## src/rtl/carpark_pkg.sv

```systemverilog
// Shared types for the car-park occupancy decoder: fixed FSM encodings and default capacity.
package carpark_pkg;

    localparam int CAP_DEFAULT = 15;

    // Encodings are exposed on debug_state and must not be reordered.
    typedef enum logic [2:0] {
        S_IDLE = 3'd0,
        S_EN1  = 3'd1,
        S_EN2  = 3'd2,
        S_EN3  = 3'd3,
        S_EX1  = 3'd4,
        S_EX2  = 3'd5,
        S_EX3  = 3'd6
    } state_t;

endpackage

```

## src/rtl/carpark_in_sync.sv

```systemverilog
// Two-flop synchroniser for the beam inputs; both stages clear on synchronous reset.
module carpark_in_sync #(
    parameter int DATA_W = 2
) (
    input  logic              clk,
    input  logic              reset,
    input  logic [DATA_W-1:0] i_d,
    output logic [DATA_W-1:0] o_q
);

    logic [DATA_W-1:0] r_meta;
    logic [DATA_W-1:0] r_sync;

    always_ff @(posedge clk) begin
        if (reset) begin
            r_meta <= '0;
            r_sync <= '0;
        end else begin
            r_meta <= i_d;
            r_sync <= r_meta;
        end
    end

    assign o_q = r_sync;

endmodule

```

## src/rtl/carpark_occupancy_fsm.sv

```systemverilog
// Two-beam entry/exit decoder with saturating occupancy count.
// Define CARPARK_IN_SYNC_EN to insert a 2-flop synchroniser on a/b (adds 2 cycles latency).
module carpark_occupancy_fsm
    import carpark_pkg::*;
#(
    parameter int CAP   = CAP_DEFAULT,
    parameter int CNT_W = $clog2(CAP + 1)
) (
    input  logic             clk,
    input  logic             reset,
    input  logic             a,
    input  logic             b,
    output logic [CNT_W-1:0] count,
    output logic [2:0]       debug_state,
    output logic             inc_pulse,
    output logic             dec_pulse,
    output logic             full,
    output logic             empty,
    output logic             seq_err
);

    logic [1:0]       w_ab;
    state_t           r_state;
    state_t           w_state_nxt;
    logic             w_inc;
    logic             w_dec;
    logic             w_err;
    logic [CNT_W-1:0] r_count;
    logic [CNT_W-1:0] w_count_nxt;
    logic             r_inc;
    logic             r_dec;
    logic             r_err;
    logic             r_full;
    logic             r_empty;

`ifdef CARPARK_IN_SYNC_EN
    carpark_in_sync #(.DATA_W(2)) u_in_sync (
        .clk   (clk),
        .reset (reset),
        .i_d   ({a, b}),
        .o_q   (w_ab)
    );
`else
    assign w_ab = {a, b};
`endif

    function automatic logic [CNT_W-1:0] sat_inc(input logic [CNT_W-1:0] v);
        return (v == CNT_W'(CAP)) ? v : v + 1'b1;
    endfunction

    function automatic logic [CNT_W-1:0] sat_dec(input logic [CNT_W-1:0] v);
        return (v == '0) ? v : v - 1'b1;
    endfunction

    // Each state holds on its own ab code; every other code is listed explicitly.
    always_comb begin
        w_state_nxt = r_state;
        w_inc       = 1'b0;
        w_dec       = 1'b0;
        w_err       = 1'b0;
        case (r_state)
            S_IDLE: case (w_ab)
                2'b10:   w_state_nxt = S_EN1;
                2'b01:   w_state_nxt = S_EX1;
                2'b11:   w_err = 1'b1;
                default: w_state_nxt = S_IDLE;
            endcase
            S_EN1: case (w_ab)
                2'b11:   w_state_nxt = S_EN2;
                2'b00:   w_state_nxt = S_IDLE;
                2'b01:   begin w_state_nxt = S_IDLE; w_err = 1'b1; end
                default: w_state_nxt = S_EN1;
            endcase
            S_EN2: case (w_ab)
                2'b01:   w_state_nxt = S_EN3;
                2'b10:   w_state_nxt = S_EN1;
                2'b00:   begin w_state_nxt = S_IDLE; w_err = 1'b1; end
                default: w_state_nxt = S_EN2;
            endcase
            S_EN3: case (w_ab)
                2'b00:   begin w_state_nxt = S_IDLE; w_inc = 1'b1; end
                2'b11:   w_state_nxt = S_EN2;
                2'b10:   begin w_state_nxt = S_IDLE; w_err = 1'b1; end
                default: w_state_nxt = S_EN3;
            endcase
            S_EX1: case (w_ab)
                2'b11:   w_state_nxt = S_EX2;
                2'b00:   w_state_nxt = S_IDLE;
                2'b10:   begin w_state_nxt = S_IDLE; w_err = 1'b1; end
                default: w_state_nxt = S_EX1;
            endcase
            S_EX2: case (w_ab)
                2'b10:   w_state_nxt = S_EX3;
                2'b01:   w_state_nxt = S_EX1;
                2'b00:   begin w_state_nxt = S_IDLE; w_err = 1'b1; end
                default: w_state_nxt = S_EX2;
            endcase
            S_EX3: case (w_ab)
                2'b00:   begin w_state_nxt = S_IDLE; w_dec = 1'b1; end
                2'b11:   w_state_nxt = S_EX2;
                2'b01:   begin w_state_nxt = S_IDLE; w_err = 1'b1; end
                default: w_state_nxt = S_EX3;
            endcase
            default: begin
                w_state_nxt = S_IDLE;
                w_err       = 1'b1;
            end
        endcase
    end

    always_comb begin
        w_count_nxt = r_count;
        if (w_inc) begin
            w_count_nxt = sat_inc(r_count);
        end else if (w_dec) begin
            w_count_nxt = sat_dec(r_count);
        end
    end

    // Flags derive from the next count so they line up with count in the same cycle.
    always_ff @(posedge clk) begin
        if (reset) begin
            r_state <= S_IDLE;
            r_count <= '0;
            r_inc   <= 1'b0;
            r_dec   <= 1'b0;
            r_err   <= 1'b0;
            r_full  <= 1'b0;
            r_empty <= 1'b1;
        end else begin
            r_state <= w_state_nxt;
            r_count <= w_count_nxt;
            r_inc   <= w_inc;
            r_dec   <= w_dec;
            r_err   <= w_err;
            r_full  <= (w_count_nxt == CNT_W'(CAP));
            r_empty <= (w_count_nxt == '0);
        end
    end

    assign count       = r_count;
    assign debug_state = r_state;
    assign inc_pulse   = r_inc;
    assign dec_pulse   = r_dec;
    assign seq_err     = r_err;
    assign full        = r_full;
    assign empty       = r_empty;

endmodule
```

## config.mk

```make
export PLATFORM = sky130hd
export DESIGN_NAME = carpark_occupancy_fsm
export DESIGN_NICKNAME = d
export VERILOG_FILES = /design/src/rtl/carpark_pkg.sv /design/src/rtl/carpark_in_sync.sv /design/src/rtl/carpark_occupancy_fsm.sv
export SDC_FILE = /design/constraint.sdc
export NUM_CORES = 1
export LEC_CHECK = 0
export ABC_AREA = 1
export CORE_MARGIN = 2
export CORE_UTILIZATION = 40
export DETAILED_ROUTE_END_ITERATION = 10
export PLACE_DENSITY_LB_ADDON = 0.08
export SLEW_MARGIN = 30
export SYNTH_ARGS = -nofsm -noshare
export SYNTH_HDL_FRONTEND = slang
export SYNTH_SLANG_ARGS = --single-unit
```

## constraint.sdc

```tcl
create_clock -name clk -period 1.84 [get_ports clk]
set_clock_uncertainty 0.05 [all_clocks]
set_input_delay 0.46 -clock clk [delete_from_list [all_inputs] [get_ports clk]]
set_output_delay 0.46 -clock clk [all_outputs]
set_load 0.02 [all_outputs]
```

-- After elaboration in Yosys (flattened, before gate mapping)
Index checks and enable logic that the tools add are counted.
- flip-flop bits (word level): 12
- input port bits: 4
- output and inout port bits: 12
- word-level logic and storage cells: 49
- add/sub/neg operators: 2
- eq/ne operators: 12
- mux-type cells: 19
- reductions and logical operators: 9
- operators by type and width (kind ; number):
    $pmux W3 S7 ; 1
    $pmux W3 S3 ; 2
    $mux W4 ; 4
    $pmux W3 S2 ; 2
    $reduce_or A2 Y1 ; 5
    $eq A3 B3 Y1 const B ; 3
    $eq A4 B4 Y1 const B ; 2
    $logic_not A4 Y1 ; 2
    $pmux W2 S2 ; 2
    $eq A3 B2 Y1 const B ; 2
    $mux W1 ; 6
    $pmux W2 S3 ; 1
    $add A4 B1 Y4 const B ; 1
    $eq A2 B2 Y1 const B ; 2
    $pmux W1 S4 ; 1
    $sub A4 B1 Y4 const B ; 1
    $eq A3 B1 Y1 const B ; 1
    $logic_not A3 Y1 ; 1
    $eq A2 B1 Y1 const B ; 1
    $logic_not A2 Y1 ; 1
    $ne A2 B2 Y1 const B ; 1

-- Longest topological paths before layout
Gate-level depths: netlist (run 1).
- word-level depth: 6
- gate-level depth with buffers: 12
- mapped depth without buffers: 12

-- Least setup slack after synthesis (run 1)
Ideal clock, no wire load.
- kind: register -> register
- start point: reg r_count[0] (netlist: count[0])
- end point: reg r_empty (netlist: empty)
- library setup time: 0.112 ns
- data arrival time: 1.422 ns
- required time: 1.678 ns
- setup slack: 0.255 ns
- cell stages (with the launch flop): 13
- buffers on the path: 0
- clock period less this slack: 1.585 ns
- cell sequence: dfxtp_1 inv_1 ha_1 nand2_1 nor2_1 nor2_1 nand2_1 nand2_1 nand2_1 nand2_1 inv_1 nand2_1 nand2_1
- word-level cells in the longest chain between the ends: 5
- elaborated cells on any way between the ends: 9
- those cells by class: 2 x add/sub; 1 x eq/ne; 4 x mux; 2 x reduce/logical
- RTL lines (what ; line ; source):
    start: declaration ; carpark_occupancy_fsm.sv:28 ; logic [CNT_W-1:0] r_count;
    start signal: assignment ; carpark_occupancy_fsm.sv:132 ; r_count <= w_count_nxt;
    $sub A4 B1 Y4 / $logic_not A4 Y1 (equally long branches) ; carpark_occupancy_fsm.sv:52 ; return (v == '0) ? v : v - 1'b1;
    $mux W4 ; carpark_occupancy_fsm.sv:52 ;
    $mux W4 ; carpark_occupancy_fsm.sv:115 ; end else if (w_dec) begin
    $mux W4 * ; carpark_occupancy_fsm.sv:113 ; if (w_inc) begin
    $logic_not A4 Y1 * ; carpark_occupancy_fsm.sv:137 ; r_empty <= (w_count_nxt == '0);
    end signal: assignment ; carpark_occupancy_fsm.sv:137 ;
    end: declaration ; carpark_occupancy_fsm.sv:34 ; logic r_empty;
Mark *: on every way between the ends. The rest lies on a longest branch, timed or not.
A chain may end at the register's enable or synchronous reset.

-- Final worst setup path (run 1)
- start point: in a
- end point: reg r_state[0] (netlist: debug_state[0])
- word-level cells in the longest chain between the ends: 4
- elaborated cells on any way between the ends: 15
- those cells by class: 4 x eq/ne; 8 x mux; 3 x reduce/logical
- RTL lines (what ; line ; source):
    start: declaration ; carpark_occupancy_fsm.sv:11 ; input logic a,
    $eq A2 B1 Y1 (tied with other cells) ; -- ;
    $reduce_or A2 Y1 (no source line) ; -- ;
    $pmux W3 S2 (tied with other cells) ; carpark_occupancy_fsm.sv:98 ; S_EX3: case (w_ab)
    $pmux W3 S7 ; carpark_occupancy_fsm.sv:61 ; case (r_state)
    end signal: assignment ; carpark_occupancy_fsm.sv:131 ; r_state <= w_state_nxt;
    end: declaration ; carpark_occupancy_fsm.sv:23 ; state_t r_state;
Several ways; a longest one is shown, not always the timed one. The select of a mux whose other input is x is not followed.

==> impl_metrics.py, run 1 <==
metrics = {
    "status": {
        "outcome": "complete, no violations",
    },
    "worst_hold_path": {
        "hold_class": "flop to flop",
    },
    "clock_network": {
        "cts_made_buffers": 3,
        "root_buffer": "clkbuf_4",
        "clk_pin_slew_ns": 0.07,
        "numClockSinks": 12,
        "post_cts_buffers": 0,
        "cts_tree": "yes",
        "clockBufferDepth": 2,
        "htree_levels": 1,
        "clk_latency_ns": 0.26,
    },
    "timing": {
        "tightest_slew_ns": 0.287,
        "rsz0062_at_grt": "true",
        "setup_viol": 0,
        "drv_slew": 0,
        "hold_violations": 0,
        "fmax_mhz": 566,
        "slew_headroom_pct": 80.9,
        "fin_hold_ws_ns": 0.633,
        "fin_ws_ns": 0.0723,
        "fin_setup_tns_ns": 0,
        "min_period_ns": 1.77,
        "layout_worst_path_cycle_share_pct": 96.1,
    },
    "place": {
        "preCtsSetupSlack_ns": -0.263,
        "dpl_cell_area_sq_um": 1160,
        "place_congestion": 0.865,
        "dp_hpwl_um": 1670,
        "post-place-cells": 187,
        "portBuffers": 15,
    },
    "drt": {
        "wl_per_cell_um": 11.2,
        "ant_nets": 0,
        "drt-initial-drc-count": 20,
        "vias": 945,
        "dr.pass1.iters": 4,
        "vias_per_cell": 4.97,
        "wl_um": 2120,
        "drcViolationCount": 0,
    },
    "power": {
        "p_leak_nw": 0.609,
        "powerDensity_nw_per_um2": 427,
        "power.total_uw": 521,
        "ir_drop_mv": 0.408,
    },
    "run": {
        "cap_violations": 0,
    },
    "setup_path": {
        "cp.arrival_ns": 1.92,
        "start_kind": "input pin",
        "worstPathMaxFanout": 4,
        "end_kind": "flop",
        "cp.required_ns": 1.99,
        "criticalPathCategory": "input pin to flop",
    },
    "finish": {
        "layout.nets": 178,
        "fin_area_sq_um": 1220,
        "syn2layout_area_growth_pct": 38.3,
        "final_cells": 190,
        "fin_util_pct": 56.8,
        "drive_gt1_share_pct": 20.4,
        "diodes": 0,
    },
    "global_route": {
        "antenna_found_initial": 0,
        "grt_pass1_vias": 908,
        "grt_overflow_total": 0,
        "grtUsageTotal_pct": 18.4,
        "grt_max_degree": 10,
        "grt_pass1_wl_um": 3620,
    },
    "synthesis": {
        "yosysWarningCount": 0,
        "syn_nets": 146,
        "synth_top_area_cell": "dfxtp_1",
        "synth_area_leaders": "dfxtp_1 27%, ha_1 14%, nand2_1 14%",
        "synth_cell_types": 23,
        "synth.avg_cell_area_sq_um": 6.68,
        "synth-seq-area-share_pct": 27.2,
        "ys_seq_elements": 12,
        "syn_inst": 132,
        "synthesis.area_sq_um": 882,
        "synth_top_area_share_pct": 27.2,
    },
    "floorplanning": {
        "die_height_um": 51.0,
        "die_w_um": 51.0,
        "ios": 16,
        "die_area_sq_um": 2600,
        "start_util_pct": 41.1,
        "core_area_sq_um": 2150,
        "num_rows": 17,
    },
}
## power by group
| group | switching [mW] | total [mW] | internal, mW |
|---|---|---|---|
| combinational | 0.0552 | 0.0985 | 0.0433 |
| sequential | 0.00692 | 0.271 | 0.265 |
| clock | 0.0754 | 0.151 | 0.0755 |
## cell usage after synthesis, drive strengths merged
library cell	n
inv	20
ha	10
a21oi	7
dfxtp	12
nor3	4
o221ai	1
o22ai	5
clkbuf	1
xnor2	1
xor2	2
buf	1
a31oi	1
nor2	16
nand4	1
nand3	15
o21ai	1
nand2	33
or2	1
## cell families after synthesis
| logic type | synth area share, % |
|---|---|
| adders and majority gates | 14.2 |
| buffers and inverters | 9.79 |
| AOI/OAI and AO/OA | 9.79 |
| xor gates and xnor gates | 2.98 |
| DFF | 27.2 |
| and+or+nand+nor | 36.0 |
## flip-flops by register name, indices dropped and copies added (netlist names)
| name | count |
|---|---|
| inc_pulse | 1 |
| dec_pulse | 1 |
| debug_state | 3 |
| empty | 1 |
| count | 4 |
| full | 1 |
| seq_err | 1 |
## critical path, stage by stage
cell and delay (ns):
clkdlybuf4s50_1 0.43, buf_4 0.16, ha_1 0.23, inv_1 0.13, o22ai_1 0.11, or2_2 0.30
nor2_1 0.10
## cell type report
| class | count | area, sq um |
|---|---|---|
| well taps | 28 | 35.0 |
| clock buffers | 3 | 22.5 |
| multi-input cells | 98 | 589 |
| inverters | 20 | 75.1 |
| fillers | 214 | 928 |
| flip-flops and latches | 12 | 240 |
| repair buffers | 29 | 258 |
## layer usage
metal	wire [um]	track usage [%]
met5	0	0
met4	2	7.21
met3	93	4.39
met2	1180	34.0
met1	842	19.9
## repair_timing
| item | CTS | global route |
|---|---|---|
| gates cloned | 0 | 0 |
| endpoints found under the hold margin | 0 | 0 |
| hold buffers | 0 | 0 |
| pin swaps | 0 | 1 |
| endpoints found under the setup margin | 2 | 7 |
| gates resized for setup | 2 | 12 |
## cells in the final DEF, fill, tap and decap left out
master	instances
nor2_1	11
ha_1	9
nor3_1	4
dlymetal6s2s_1	2
nor2_2	3
nand3_2	1
clkbuf_4	3
nor2_4	2
o21ai_0	1
nand2_2	2
dlygate4sd2_1	2
buf_4	14
inv_1	15
a31oi_1	1
xnor2_1	1
o22ai_1	5
a21oi_1	7
or2_2	1
clkdlybuf4s50_1	11
o221ai_1	1
nand2_1	31
ha_4	1
inv_2	5
nand3_1	14
nand4_4	1
xor2_1	2
dfxtp_1	12
## worst paths after layout
check / cells after the start / startpoint / slack (ns) / endpoint
setup / recovery: 7 / a / 0.07 / debug_state[0]
hold reg to reg: 3 / count[0] / 0.63 / count[0]
hold / removal: 3 / count[0] / 0.63 / count[0]
setup reg to reg: 12 / count[0] / 0.30 / empty
Power figures use the tool's default switching activity.
==> run 2: changes to the inputs <==
--- a/config.mk
+++ b/config.mk
@@ -10,6 +10,7 @@
 export CORE_UTILIZATION = 40
 export DETAILED_ROUTE_END_ITERATION = 10
 export PLACE_DENSITY_LB_ADDON = 0.08
+export SKIP_LAST_GASP = 1
 export SLEW_MARGIN = 30
 export SYNTH_ARGS = -nofsm -noshare
 export SYNTH_HDL_FRONTEND = slang
==> impl_metrics.py, run 2 (synthesis results as in run 1) <==
metrics = {
    "status": {
        "outcome": "complete, no violations",
    },
    "worst_hold_path": {
        "hold_class": "flop to flop",
    },
    "finish": {
        "multi_input_area_sq_um": 587,
        "fin_util_pct": 56.7,
        "layout.nets": 178,
        "seqCellArea_sq_um": 240,
        "fillCellCount": 215,
        "final_common_cell": "nand2_1",
        "syn2layout_area_growth_pct": 38.0,
        "diodes": 0,
        "drive_gt1_share_pct": 19.8,
        "final_cell_mix": "32 x nand2_1, 15 x inv_1, 14 x nand3_1, 14 x buf_4, 12 x dfxtp_1",
        "fin_area_sq_um": 1220,
        "largest_reg_flops": 4,
    },
    "drt": {
        "ant_nets": 0,
        "vias": 944,
        "wl_um": 2120,
        "vias_per_cell": 4.97,
        "wl_per_cell_um": 11.1,
        "dr.pass1.iters": 4,
        "drcViolationCount": 0,
        "drt-initial-drc-count": 20,
    },
    "timing": {
        "fmax_mhz": 566,
        "tightest_slew_ns": 0.288,
        "setup_viol": 0,
        "fin_setup_tns_ns": 0,
        "drv_slew": 0,
        "layout_worst_path_cycle_share_pct": 96.1,
        "hold_violations": 0,
        "min_period_ns": 1.77,
        "slew_headroom_pct": 80.8,
        "rsz0062_at_grt": "true",
        "fin_hold_ws_ns": 0.634,
        "fin_ws_ns": 0.0725,
    },
    "setup_path": {
        "crit_start": "a",
        "cp.arrival_ns": 1.92,
        "end_kind": "flop",
        "r2r_start": "count[0]",
        "reg2reg_depth": 12,
        "slowest_delay_ns": 0.43,
        "cp.required_ns": 1.99,
        "worstPathMaxFanout": 4,
        "r2r_slack_ns": 0.30,
        "criticalPathCategory": "input pin to flop",
        "r2r_end": "empty",
        "start_kind": "input pin",
        "slowest_stage": "clkdlybuf4s50_1",
        "worstPathCellList": "clkdlybuf4s50_1 -> buf_4 -> ha_1 -> inv_1 -> o22ai_1 -> or2_2 -> nor2_1",
        "endpoint": "debug_state[0]",
    },
    "floorplanning": {
        "ios": 16,
        "die_height_um": 51.0,
        "die_area_sq_um": 2600,
        "start_util_pct": 41.1,
        "die_w_um": 51.0,
        "core_area_sq_um": 2150,
        "num_rows": 17,
    },
    "clock_network": {
        "clk_latency_ns": 0.26,
        "root_buffer": "clkbuf_4",
        "postCtsHoldBufs": 0,
        "cts_made_buffers": 3,
        "clockBufferDepth": 2,
        "htree_levels": 1,
        "numClockSinks": 12,
        "post_cts_buffers": 0,
        "cts_tree": "yes",
        "clk_pin_slew_ns": 0.07,
    },
    "power": {
        "switching_share_pct": 26.4,
        "powerDensity_nw_per_um2": 428,
        "clkPwrFrac_pct": 29.0,
        "p_int_uw": 383,
        "ir_drop_mv": 0.408,
        "comb_power_share_pct": 18.9,
        "p_sw_uw": 137,
        "p_leak_nw": 0.608,
        "seqPwrFrac_pct": 52.1,
    },
    "place": {
        "portBuffers": 15,
        "preCtsSetupSlack_ns": -0.263,
        "place_congestion": 0.865,
        "dp_hpwl_um": 1670,
        "dpl_cell_area_sq_um": 1160,
    },
    "global_route": {
        "grt_max_degree": 10,
        "grt_pass1_vias": 908,
        "grt_overflow_total": 0,
        "antenna_found_initial": 0,
        "grt_pass1_wl_um": 3620,
        "grtUsageTotal_pct": 18.4,
    },
    "run": {
        "cap_violations": 0,
    },
}
## run 2: cell counts in the layout (fill, tap and decap cells not counted)
Identical to the previous run, type by type.
## run 2: how the worst min path moves through the flow
| stage | start | to | slack (ns) | cells past startpoint |
|---|---|---|---|---|
| 4_1_cts | count[0] | count[0] | 0.65 | 3 |
| 5_1_grt | count[0] | count[0] | 0.69 | 3 |
| 6_report | count[0] | count[0] | 0.63 | 3 |
| 3_5_place_dp | count[0] | count[0] | 0.62 | 3 |
| 2_1_floorplan | count[0] | count[0] | 0.57 | 2 |
| 3_3_place_gp | count[0] | count[0] | 0.61 | 3 |
## run 2: timing repair
item	CTS	global route
pin swaps	0	0
gates cloned	0	0
setup endpoints to repair	2	7
resized for setup	2	11
## run 2: area by class of cell
cell class,instances,share of cell area (%)
Sequential cell,12,19.7
Timing Repair Buffer,29,21.2
Multi-Input combinational cell,98,48.2
Tap cell,28,2.88
Clock buffer,3,1.85
Inverter,20,6.17
## run 2: metal layers
layer  vias to the layer above  track usage [%]  wire length [um]
met4                         0             7.21                 2
met5                         -                0                 0
met1                       421             19.9               832
met2                        31             34.0              1180
met3                         2             4.39               103
li1                        490                -                 -
## run 2: power by group through the flow
stage,Sequential [mW],Combinational [mW],Clock (mW)
floorplan,0.282,0.0440,0
global placement,0.277,0.0918,0
detailed placement,0.277,0.0931,0
CTS,0.271,0.0918,0.157
global route,0.272,0.109,0.175
finish,0.271,0.0984,0.151
## run 2: worst max-delay path, delay by kind of cell
| kind | cells | cell delay [ns] |
|---|---|---|
| buffers and inverters | 3 | 0.72 |
| adder cells (fa/ha/maj) | 1 | 0.23 |
| AND/OR/NAND/NOR | 2 | 0.40 |
| AO/OA/AOI/OAI | 1 | 0.11 |
## run 2: stage by stage
step | std cells | total power [mW]
final | 190 | 0.521
after global routing | 190 | 0.556
after CTS | 190 | 0.520
after detailed placement | 187 | 0.370
after global placement | 187 | 0.369
after floorplan | 132 | 0.326
